==> config.mk <==
export PLATFORM = sky130hd
export DESIGN_NAME = i2s_clk_gen
export DESIGN_NICKNAME = d
export VERILOG_FILES = /design/src/rtl/i2s_clk_gen.sv
export SDC_FILE = /design/constraint.sdc
export NUM_CORES = 1
export LEC_CHECK = 0
export CAP_MARGIN = 20
export CORE_ASPECT_RATIO = 1.1
export CORE_MARGIN = 2
export CORE_UTILIZATION = 56
export DETAILED_ROUTE_END_ITERATION = 8
export PLACE_DENSITY = 0.81
export SETUP_SLACK_MARGIN = 0.4
export SLEW_MARGIN = 20
export SYNTH_ARGS = -nofsm -noshare
export SYNTH_HDL_FRONTEND = slang
export SYNTH_SLANG_ARGS = --single-unit
==> constraint.sdc <==
create_clock -name mclk -period 3.35 [get_ports mclk]
set_input_delay 0.67 -clock mclk [delete_from_list [all_inputs] [get_ports mclk]]
set_output_delay 0.67 -clock mclk [all_outputs]
set_load 0.1 [all_outputs]
==> src/rtl/i2s_clk_gen.sv <==
// Master-mode I2S/TDM clock and frame sequencer: divides mclk to bclk, frames lrck, starts/stops on frame boundaries.
// Optional macro I2S_CLK_GEN_FREE_BCLK_EN: bclk free-runs from the live divider while idle.

module i2s_clk_gen #(
  parameter int DIV_W       = 8,
  parameter int FRAME_CNT_W = 32
) (
  input  logic                   mclk,
  input  logic                   rst,
  input  logic                   i_enable,
  input  logic [DIV_W-1:0]       i_bclk_div,
  input  logic [4:0]             i_tdm_num,
  input  logic                   i_lrck_polarity,
  output logic                   o_bclk,
  output logic                   o_lrck,
  output logic                   o_bclk_rise,
  output logic                   o_bclk_fall,
  output logic                   o_frame_start,
  output logic                   o_busy,
  output logic [FRAME_CNT_W-1:0] o_frame_num,
  output logic                   o_cfg_error
);

  typedef enum logic [1:0] {
    IDLE  = 2'd0,
    RUN   = 2'd1,
    DRAIN = 2'd2
  } state_e;

  state_e                 state_q;
  logic [DIV_W-1:0]       half_cnt_q;
  logic [DIV_W-1:0]       div_q;
  logic [8:0]             bit_idx_q;
  logic [4:0]             tdm_q;
  logic                   pol_q;
  logic                   bclk_q;
  logic                   lrck_q;
  logic                   rise_q;
  logic                   fall_q;
  logic                   frame_start_q;
  logic                   cfg_error_q;
  logic [FRAME_CNT_W-1:0] frame_num_q;

  logic                   cfg_valid;
  logic                   half_wrap;
  logic                   frame_last;
  logic                   lrck_active_d;
  logic [8:0]             bit_idx_d;
  logic [9:0]             frame_last_idx;
  logic [9:0]             active_limit;

  assign cfg_valid      = (i_bclk_div != '0) && (i_tdm_num != 5'd0) && (i_tdm_num <= 5'd16);
  assign half_wrap      = (half_cnt_q == div_q - DIV_W'(1));
  assign frame_last_idx = {tdm_q, 5'd0} - 10'd1;
  assign frame_last     = ({1'b0, bit_idx_q} == frame_last_idx);
  assign bit_idx_d      = bit_idx_q + 9'd1;
  // Stereo modes get a 50% lrck; wider TDM frames get a one-slot sync pulse.
  assign active_limit   = (tdm_q <= 5'd2) ? {1'b0, tdm_q, 4'd0} : 10'd32;
  assign lrck_active_d  = ({1'b0, bit_idx_d} < active_limit);

`ifdef I2S_CLK_GEN_FREE_BCLK_EN
  logic idle_wrap;
  assign idle_wrap = (half_cnt_q >= i_bclk_div - DIV_W'(1));
`endif

  always_ff @(posedge mclk or posedge rst) begin
    if (rst) begin
      state_q       <= IDLE;
      half_cnt_q    <= '0;
      div_q         <= '0;
      bit_idx_q     <= '0;
      tdm_q         <= '0;
      pol_q         <= 1'b0;
      bclk_q        <= 1'b0;
      lrck_q        <= 1'b0;
      rise_q        <= 1'b0;
      fall_q        <= 1'b0;
      frame_start_q <= 1'b0;
      cfg_error_q   <= 1'b0;
      frame_num_q   <= '0;
    end else begin
      rise_q        <= 1'b0;
      fall_q        <= 1'b0;
      frame_start_q <= 1'b0;
      case (state_q)
        IDLE: begin
          if (i_enable && cfg_valid) begin
            state_q       <= RUN;
            div_q         <= i_bclk_div;
            tdm_q         <= i_tdm_num;
            pol_q         <= i_lrck_polarity;
            half_cnt_q    <= '0;
            bit_idx_q     <= '0;
            bclk_q        <= 1'b0;
            lrck_q        <= ~i_lrck_polarity;
            frame_start_q <= 1'b1;
            frame_num_q   <= frame_num_q + FRAME_CNT_W'(1);
`ifdef I2S_CLK_GEN_FREE_BCLK_EN
            fall_q        <= bclk_q;
`endif
          end else begin
            if (i_enable) begin
              cfg_error_q <= 1'b1;
            end
`ifdef I2S_CLK_GEN_FREE_BCLK_EN
            if (i_bclk_div == '0) begin
              half_cnt_q <= '0;
              bclk_q     <= 1'b0;
              fall_q     <= bclk_q;
            end else if (idle_wrap) begin
              half_cnt_q <= '0;
              bclk_q     <= ~bclk_q;
              rise_q     <= ~bclk_q;
              fall_q     <= bclk_q;
            end else begin
              half_cnt_q <= half_cnt_q + DIV_W'(1);
            end
`else
            half_cnt_q <= '0;
            bclk_q     <= 1'b0;
`endif
          end
        end

        RUN, DRAIN: begin
          if (state_q == RUN && !i_enable) begin
            state_q <= DRAIN;
          end else if (state_q == DRAIN && i_enable) begin
            state_q <= RUN;
          end
          if (half_wrap) begin
            half_cnt_q <= '0;
            if (!bclk_q) begin
              bclk_q <= 1'b1;
              rise_q <= 1'b1;
            end else begin
              bclk_q <= 1'b0;
              fall_q <= 1'b1;
              if (!frame_last) begin
                bit_idx_q <= bit_idx_d;
                lrck_q    <= lrck_active_d ^ pol_q;
              end else if (state_q == RUN || i_enable) begin
                // Frame boundary: the only place a new config takes effect.
                bit_idx_q     <= '0;
                frame_start_q <= 1'b1;
                frame_num_q   <= frame_num_q + FRAME_CNT_W'(1);
                state_q       <= i_enable ? RUN : DRAIN;
                if (cfg_valid) begin
                  div_q  <= i_bclk_div;
                  tdm_q  <= i_tdm_num;
                  pol_q  <= i_lrck_polarity;
                  lrck_q <= ~i_lrck_polarity;
                end else begin
                  lrck_q <= ~pol_q;
                end
              end else begin
                state_q   <= IDLE;
                bit_idx_q <= '0;
              end
            end
          end else begin
            half_cnt_q <= half_cnt_q + DIV_W'(1);
          end
        end

        default: state_q <= IDLE;
      endcase
    end
  end

  assign o_bclk        = bclk_q;
  assign o_lrck        = (state_q == IDLE) ? i_lrck_polarity : lrck_q;
  assign o_bclk_rise   = rise_q;
  assign o_bclk_fall   = fall_q;
  assign o_frame_start = frame_start_q;
  assign o_busy        = (state_q != IDLE);
  assign o_frame_num   = frame_num_q;
  assign o_cfg_error   = cfg_error_q;

endmodule
Yosys cells after proc, flatten, opt, wreduce, memory -nomap -nowiden

Index checks and enable logic that the tools add are counted.

Register bits after elaboration: 71
Word-level logic and storage cells: 121

Multiplexer cells: 66
Reduce and logical (&&, ||, !) cells: 19
Bitwise operators: 4
Equal/unequal tests: 11
$lt $le $gt $ge: 3
Add/subtract/negate cells: 5

Operators with widths:

| operator                                            | number |
|---|---|
| 2-to-1 mux 32 bit                                   | 5 |
| case mux 32 bit (2 select lines)                    | 1 |
| 2-to-1 mux 8 bit                                    | 7 |
| 2-to-1 mux 9 bit                                    | 5 |
| adder 32 x 1 -> 32 bit, second input constant       | 1 |
| case mux 8 bit (2 select lines)                     | 2 |
| 2-to-1 mux 5 bit                                    | 6 |
| 2-to-1 mux 1 bit                                    | 25 |
| case mux 9 bit (2 select lines)                     | 1 |
| 2-to-1 mux 2 bit                                    | 8 |
| != test 2 bit, second input constant                | 6 |
| == test 9 x 10 -> 1 bit                             | 1 |
| case mux 5 bit (2 select lines)                     | 1 |
| subtractor 10 x 1 -> 10 bit, second input constant  | 1 |
| adder 9 x 1 -> 9 bit, second input constant         | 1 |
| less-than comparator 9 bit                          | 1 |
| adder 8 x 1 -> 8 bit, second input constant         | 1 |
| == test 8 bit                                       | 1 |
| case mux 1 bit (2 select lines)                     | 4 |
| nonzero test 8 bit                                  | 1 |
| subtractor 8 x 1 -> 8 bit, second input constant    | 1 |
| AND reduction 7 bit                                 | 1 |
| AND reduction 6 bit                                 | 1 |
| <= comparator 5 x 2 -> 1 bit, second input constant | 1 |
| 18 further kinds                                    | 25 |

Depth between registers and ports, before layout

Depth after elaboration: 9
Depth in mapped cells: 12

Worst setup path before layout

OpenSTA, ideal clock, no wires.

Path type: register to register
Start: register frame_num_q[3], in the netlist o_frame_num[3]
End: register frame_num_q[29], in the netlist o_frame_num[29]
Path slack: 0.266 ns
Stages on the path, launching flop included: 8
Arrival: 3.004 ns
Library setup time: 0.081 ns
Cells stage by stage: dfrtp_1 nand4_1 or4b_1 or2_2 clkbuf_1 or4_1 nor3_1 xnor2_1

Longest elaborated chain between the ends: 6
Elaborated cells on any way between the ends: 7

Ends and longest elaborated chain:

| what                               | RTL line | text |
|---|---|---|
| start: declaration                 | 42       | `logic [FRAME_CNT_W-1:0] frame_num_q;` |
| start signal: assignment           | 97       | `frame_num_q <= frame_num_q + FRAME_CNT_W'(1);` |
| start signal: assignment           | 146      | `frame_num_q <= frame_num_q + FRAME_CNT_W'(1);` |
| adder 32 x 1 -> 32 bit *           | 97, 146  |  |
| 2-to-1 mux 32 bit                  | 142      | `end else if (state_q == RUN \|\| i_enable) begin` |
| 2-to-1 mux 32 bit                  | 139      | `if (!frame_last) begin` |
| 2-to-1 mux 32 bit                  | 133      | `if (!bclk_q) begin` |
| 2-to-1 mux 32 bit                  | 131      | `if (half_wrap) begin` |
| case mux 32 bit (2 select lines) * | 85       | `case (state_q)` |

Mark *: on every way between the ends. The rest lies on a longest branch, timed or not. The select of a mux whose other input is x is not followed.
A chain may end at the register's enable or synchronous reset.

Worst setup path after layout

Start: input i_tdm_num[2]
End: register frame_num_q[25], in the netlist o_frame_num[25]

Longest elaborated chain between the ends: 6
Elaborated cells on any way between the ends: 7

Ends and longest elaborated chain:

| what                                                        | RTL line | text |
|---|---|---|
| start: declaration                                          | 12       | `input logic [4:0] i_tdm_num,` |
| branches (longest 2 deep; another with <= comparator 5 bit) | n/a      |  |
| logical AND 1 bit *                                         | 52       | `assign cfg_valid = (i_bclk_div != '0) && (i_tdm_num != 5'd0) && (i_tdm_num <= 5'd16);` |
| logical AND 1 bit *                                         | 87       | `if (i_enable && cfg_valid) begin` |
| != test 2 bit (no source line) *                            | n/a      |  |
| AND reduction 6 bit (no source line) *                      | n/a      |  |

Every way passes the cells marked *.

==> results.txt <==
----------------------------------------------------
[Status]
  Status ... finished, final reports clean

[Synth]
  Post-Synthesis Mean Instance Area ... 9.56 µm²
  Cell type contributing the most total cell area after synthesis ... sky130_fd_sc_hd__dfrtp_1
  Yosys Warn Count ... 0
  Combined area of all synthesized cells ... 0.00421 mm²
  Share of synthesized area occupied by flip-flops and latches ... 42.2%
  Dominant cells by area after synthesis ... sky130_fd_sc_hd__dfrtp_1 42%, sky130_fd_sc_hd__xor2_1 7.7%, sky130_fd_sc_hd__ha_1 4.2%
  Flop and latch count out of synthesis ... 71
  Count of flip-flops with a built-in enable after synthesis ... 0
  Most used DFF post-synth ... sky130_fd_sc_hd__dfrtp_1
  FFs w/ async S/R, synth ... 100%
  Number of distinct library cells after synthesis ... 62
  Yosys top cell area share ... 42.2%
  Syn Inst Count ... 440

[Global routing]
  Number of antenna violations at the first check in global routing ... 0
  Largest net degree at the start of global routing ... 32
  Grt total ovfl ... 0
  Total track usage ... 24.7%
  Wire length of the first global-routing pass ... 15900 µm
  Vias in the first global route ... 3480

[Drt]
  Via/cell ratio ... 5.95
  Final wirelength ... 9450 µm
  Router iterations before antenna repair ... 4
  Via total after detailed routing ... 3511
  Antenna viol nets, final ... 0
  Count of routing violations after the opening detailed-route iteration ... 119
  DRC errors left ... 0
  Routed len/inst ... 16.0 µm

[Die]
  Vertical die dimension ... 94.9 µm
  Floorplan die area ... 0.00822 mm²
  Number of I/O pins ... 56
  Area of the core ... 0.00735 mm²
  Number of core rows ... 33
  Starting density of the core ... 57.2%
  Die W ... 86.6 µm

[Setup path]
  WP buf/inv ... 1
  Kind of cell adding the most delay to the critical path ... simple AND/OR/NAND/NOR gates
  Number of cells traversed by the worst register-to-register path ... 11
  Worst reg2reg startpoint ... bit_idx_q[1]
  Highest cell delay on the worst timing path ... 560 ps
  Slowest cell on the critical path ... sky130_fd_sc_hd__or4_4
  Total stage count of the critical path ... 8
  Nature of the critical path startpoint ... input pin
  Largest fanout of any net on the critical path ... 8
  Required time of the critical path ... 3630 ps
  Cell Chain, Critical Path ... clkdlybuf4s50_1 > or4_4 > a22o_1 > o21a_1 > a211o_4 > or4_4 > nor2_4 > xor2_1
  Launch point of the worst path ... i_tdm_num[2]
  WS Path Type ... input pin to flop
  CP most frequent cell ... sky130_fd_sc_hd__or4_4
  Nature of the critical path endpoint ... flop
  Data arrival time of the critical path ... 3140 ps

[Placement]
  Detailed placement HPWL ... 6900 µm
  I/O Buffers ... 55
  Placer congestion estimate ... 0.862

[CTS]
  Insertion delay to the later sink of the worst-skew pair ... 360 ps
  Number of setup buffers added after CTS ... 0
  Root Buffer ... sky130_fd_sc_hd__clkbuf_8
  Hold-fix buffers at CTS ... 0
  Clock sink count ... 71
  H-tree levels ... 3
  Worst-path clk slew ... 80 ps
  Clock Tree Buf Depth ... 2
  CTS tree ... done
  TritonCTS buffer count ... 9

[Finish]
  Register area ... 0.00179 mm²
  Commonest non-fill, non-tap cell in the layout ... sky130_fd_sc_hd__dfrtp_1
  Top library cells by usage in the layout, fill and taps aside ... 63 x sky130_fd_sc_hd__dfrtp_1, 46 x sky130_fd_sc_hd__buf_4, 42 x sky130_fd_sc_hd__nand2_1
  Layout Nets ... 529
  Share of layout cells above drive strength 1 ... 22.1%
  Fillers ... 573
  Antenna cells ... 0
  Multi-input combinational cell area ... 0.00230 mm²
  Area growth from synthesis to layout ... 20.3%

[STA]
  Relative slew margins ... 35.4%
  Setup skew after layout ... 10.2 ps
  Number of endpoints failing setup at the final stage ... 0
  Min Tclk post-route ... 2860 ps
  Worst hold slack ... 480 ps
  Post-route fraction of the period consumed by the critical path ... 85.3%
  Count of endpoints failing hold in the final timing report ... 0
  Number of pins with negative max-slew slack in the final report ... 0
  FMAX ... 0.350 GHz
  Unrepaired setup endpoints after global routing ... no
  Worst-margin pin slew ... 966 ps

[Power and ir drop]
  Peak supply drop ... 0.562 mV
  Total design power ... 0.00371 W
  Power per cell area ... 734 mW/mm²
  Leakage Power ... 2.11 nW

[Flow run]
  Max-cap violation count ... 0

[Worst hold path]
  Type of the tightest min-delay check ... flop to flop
  Min-delay src ... o_frame_num[6]
  Worst Hold Depth ... 1

----------------------------------------------------
worst paths after layout:
check | to | slack [ps]
worst max-delay path | o_frame_num[25] | 490
worst min-delay path | o_frame_num[6] | 480
worst max register to register | lrck_q | 630
worst min register to register | o_frame_num[6] | 480
max in group asynchronous | div_q[2] | 1990
min in group asynchronous | bit_idx_q[3] | 650
state kept, by name, summed over array words and instances, names as in the netlist:
name,cells
bit_idx_q,9
div_q,8
half_cnt_q,8
lrck_q,1
o_bclk,1
o_bclk_fall,1
o_bclk_rise,1
o_cfg_error,1
o_frame_num,32
o_frame_start,1
pol_q,1
state_q,2
tdm_q,5
stage by stage:
step / instance area (µm²) / setup TNS [ps] / std cells / worst slack (ps) / util (%)
6_report: 5060 / 0 / 590 / 492 / 68.8
5_1_grt: 5060 / 0 / 590 / 436 / 68.8
4_1_cts: 5030 / 0 / 590 / 391 / 68.5
3_5_place_dp: 4780 / -87.7 / 574 / -36.7 / 65.1
3_3_place_gp: 4780 / 0 / 574 / 55.0 / 65.1
2_1_floorplan: 4220 / 0 / 442 / 453 / -
routing by layer:
layer	track usage [%]	share of wire [%]
met2	42.6	51
met3	5.07	4.3
met4	9.64	1.9
met1	30.3	43
met5	0	0
final cells by class:
type / instances / area share, %
multi-input cells: 330 / 45.5
flip-flops and latches: 71 / 35.3
repair buffers: 65 / 11.0
clock buffers: 9 / 2.45
well taps: 87 / 2.15
clock inverters: 7 / 2.08
inverters: 21 / 1.56
Yosys cell counts (all sizes together) (2+ instances only):
master / instances
nor2b: 4
o22ai: 2
a22o: 10
and2: 5
dfrtp: 71
or2: 6
o21ai: 15
o21bai: 3
nor4b: 2
xnor2: 14
or3: 2
nand4: 15
nand2b: 3
nor4: 13
a21oi: 6
a211oi: 4
nor3b: 3
o211ai: 2
mux2: 18
nor3: 27
ha: 14
xor2: 37
nand3b: 2
mux2i: 2
a221o: 2
nor2: 28
nand2: 43
nand3: 15
clkbuf: 13
o21a: 3
and3: 3
a31oi: 4
or4: 4
inv: 21
buf: 7
worst reg2reg max path, stage by stage, from the launching register on:
cell	delay, ps
sky130_fd_sc_hd__dfrtp_1	390
sky130_fd_sc_hd__ha_1	230
sky130_fd_sc_hd__nand4_1	180
sky130_fd_sc_hd__nor2_1	170
sky130_fd_sc_hd__xor2_1	210
sky130_fd_sc_hd__ha_1	270
sky130_fd_sc_hd__a211oi_1	230
sky130_fd_sc_hd__nor2_1	70
sky130_fd_sc_hd__a211oi_1	270
sky130_fd_sc_hd__nand4_1	130
sky130_fd_sc_hd__nor3b_1	190
sky130_fd_sc_hd__mux2_2	260
cell families (layout without fill, tap and decap cells):
| logic type | after synthesis | count (layout) | share of synthesized area, % |
|---|---|---|---|
| xor gates and xnor gates | 51 | 51 | 10.6 |
| other | 1 | 3 | 0.0891 |
| AOI/OAI and AO/OA | 61 | 61 | 10.8 |
| muxes | 20 | 20 | 5.29 |
| buffers and inverters | 41 | 102 | 4.05 |
| adders and majority gates | 14 | 14 | 4.16 |
| DFF | 71 | 71 | 42.2 |
| and+or+nand+nor | 181 | 181 | 22.8 |
power breakdown:
part | total [W] | leakage [nW] | switching (W) | internal (W)
Clock | 0.000794 | 0.112 | 0.000364 | 0.000429
Sequential | 0.00122 | 0.828 | 0.000217 | 0.00101
Combinational | 0.00170 | 1.17 | 0.00107 | 0.000627
Total | 0.00371 | 2.11 | 0.00165 | 0.00206
timing repair:
action	in CTS	in global routing
pin swaps	0	1
gates resized for setup	4	8
setup endpoints to repair	5	25
cloned	0	0
No activity file was read; power rests on OpenSTA's default activity.
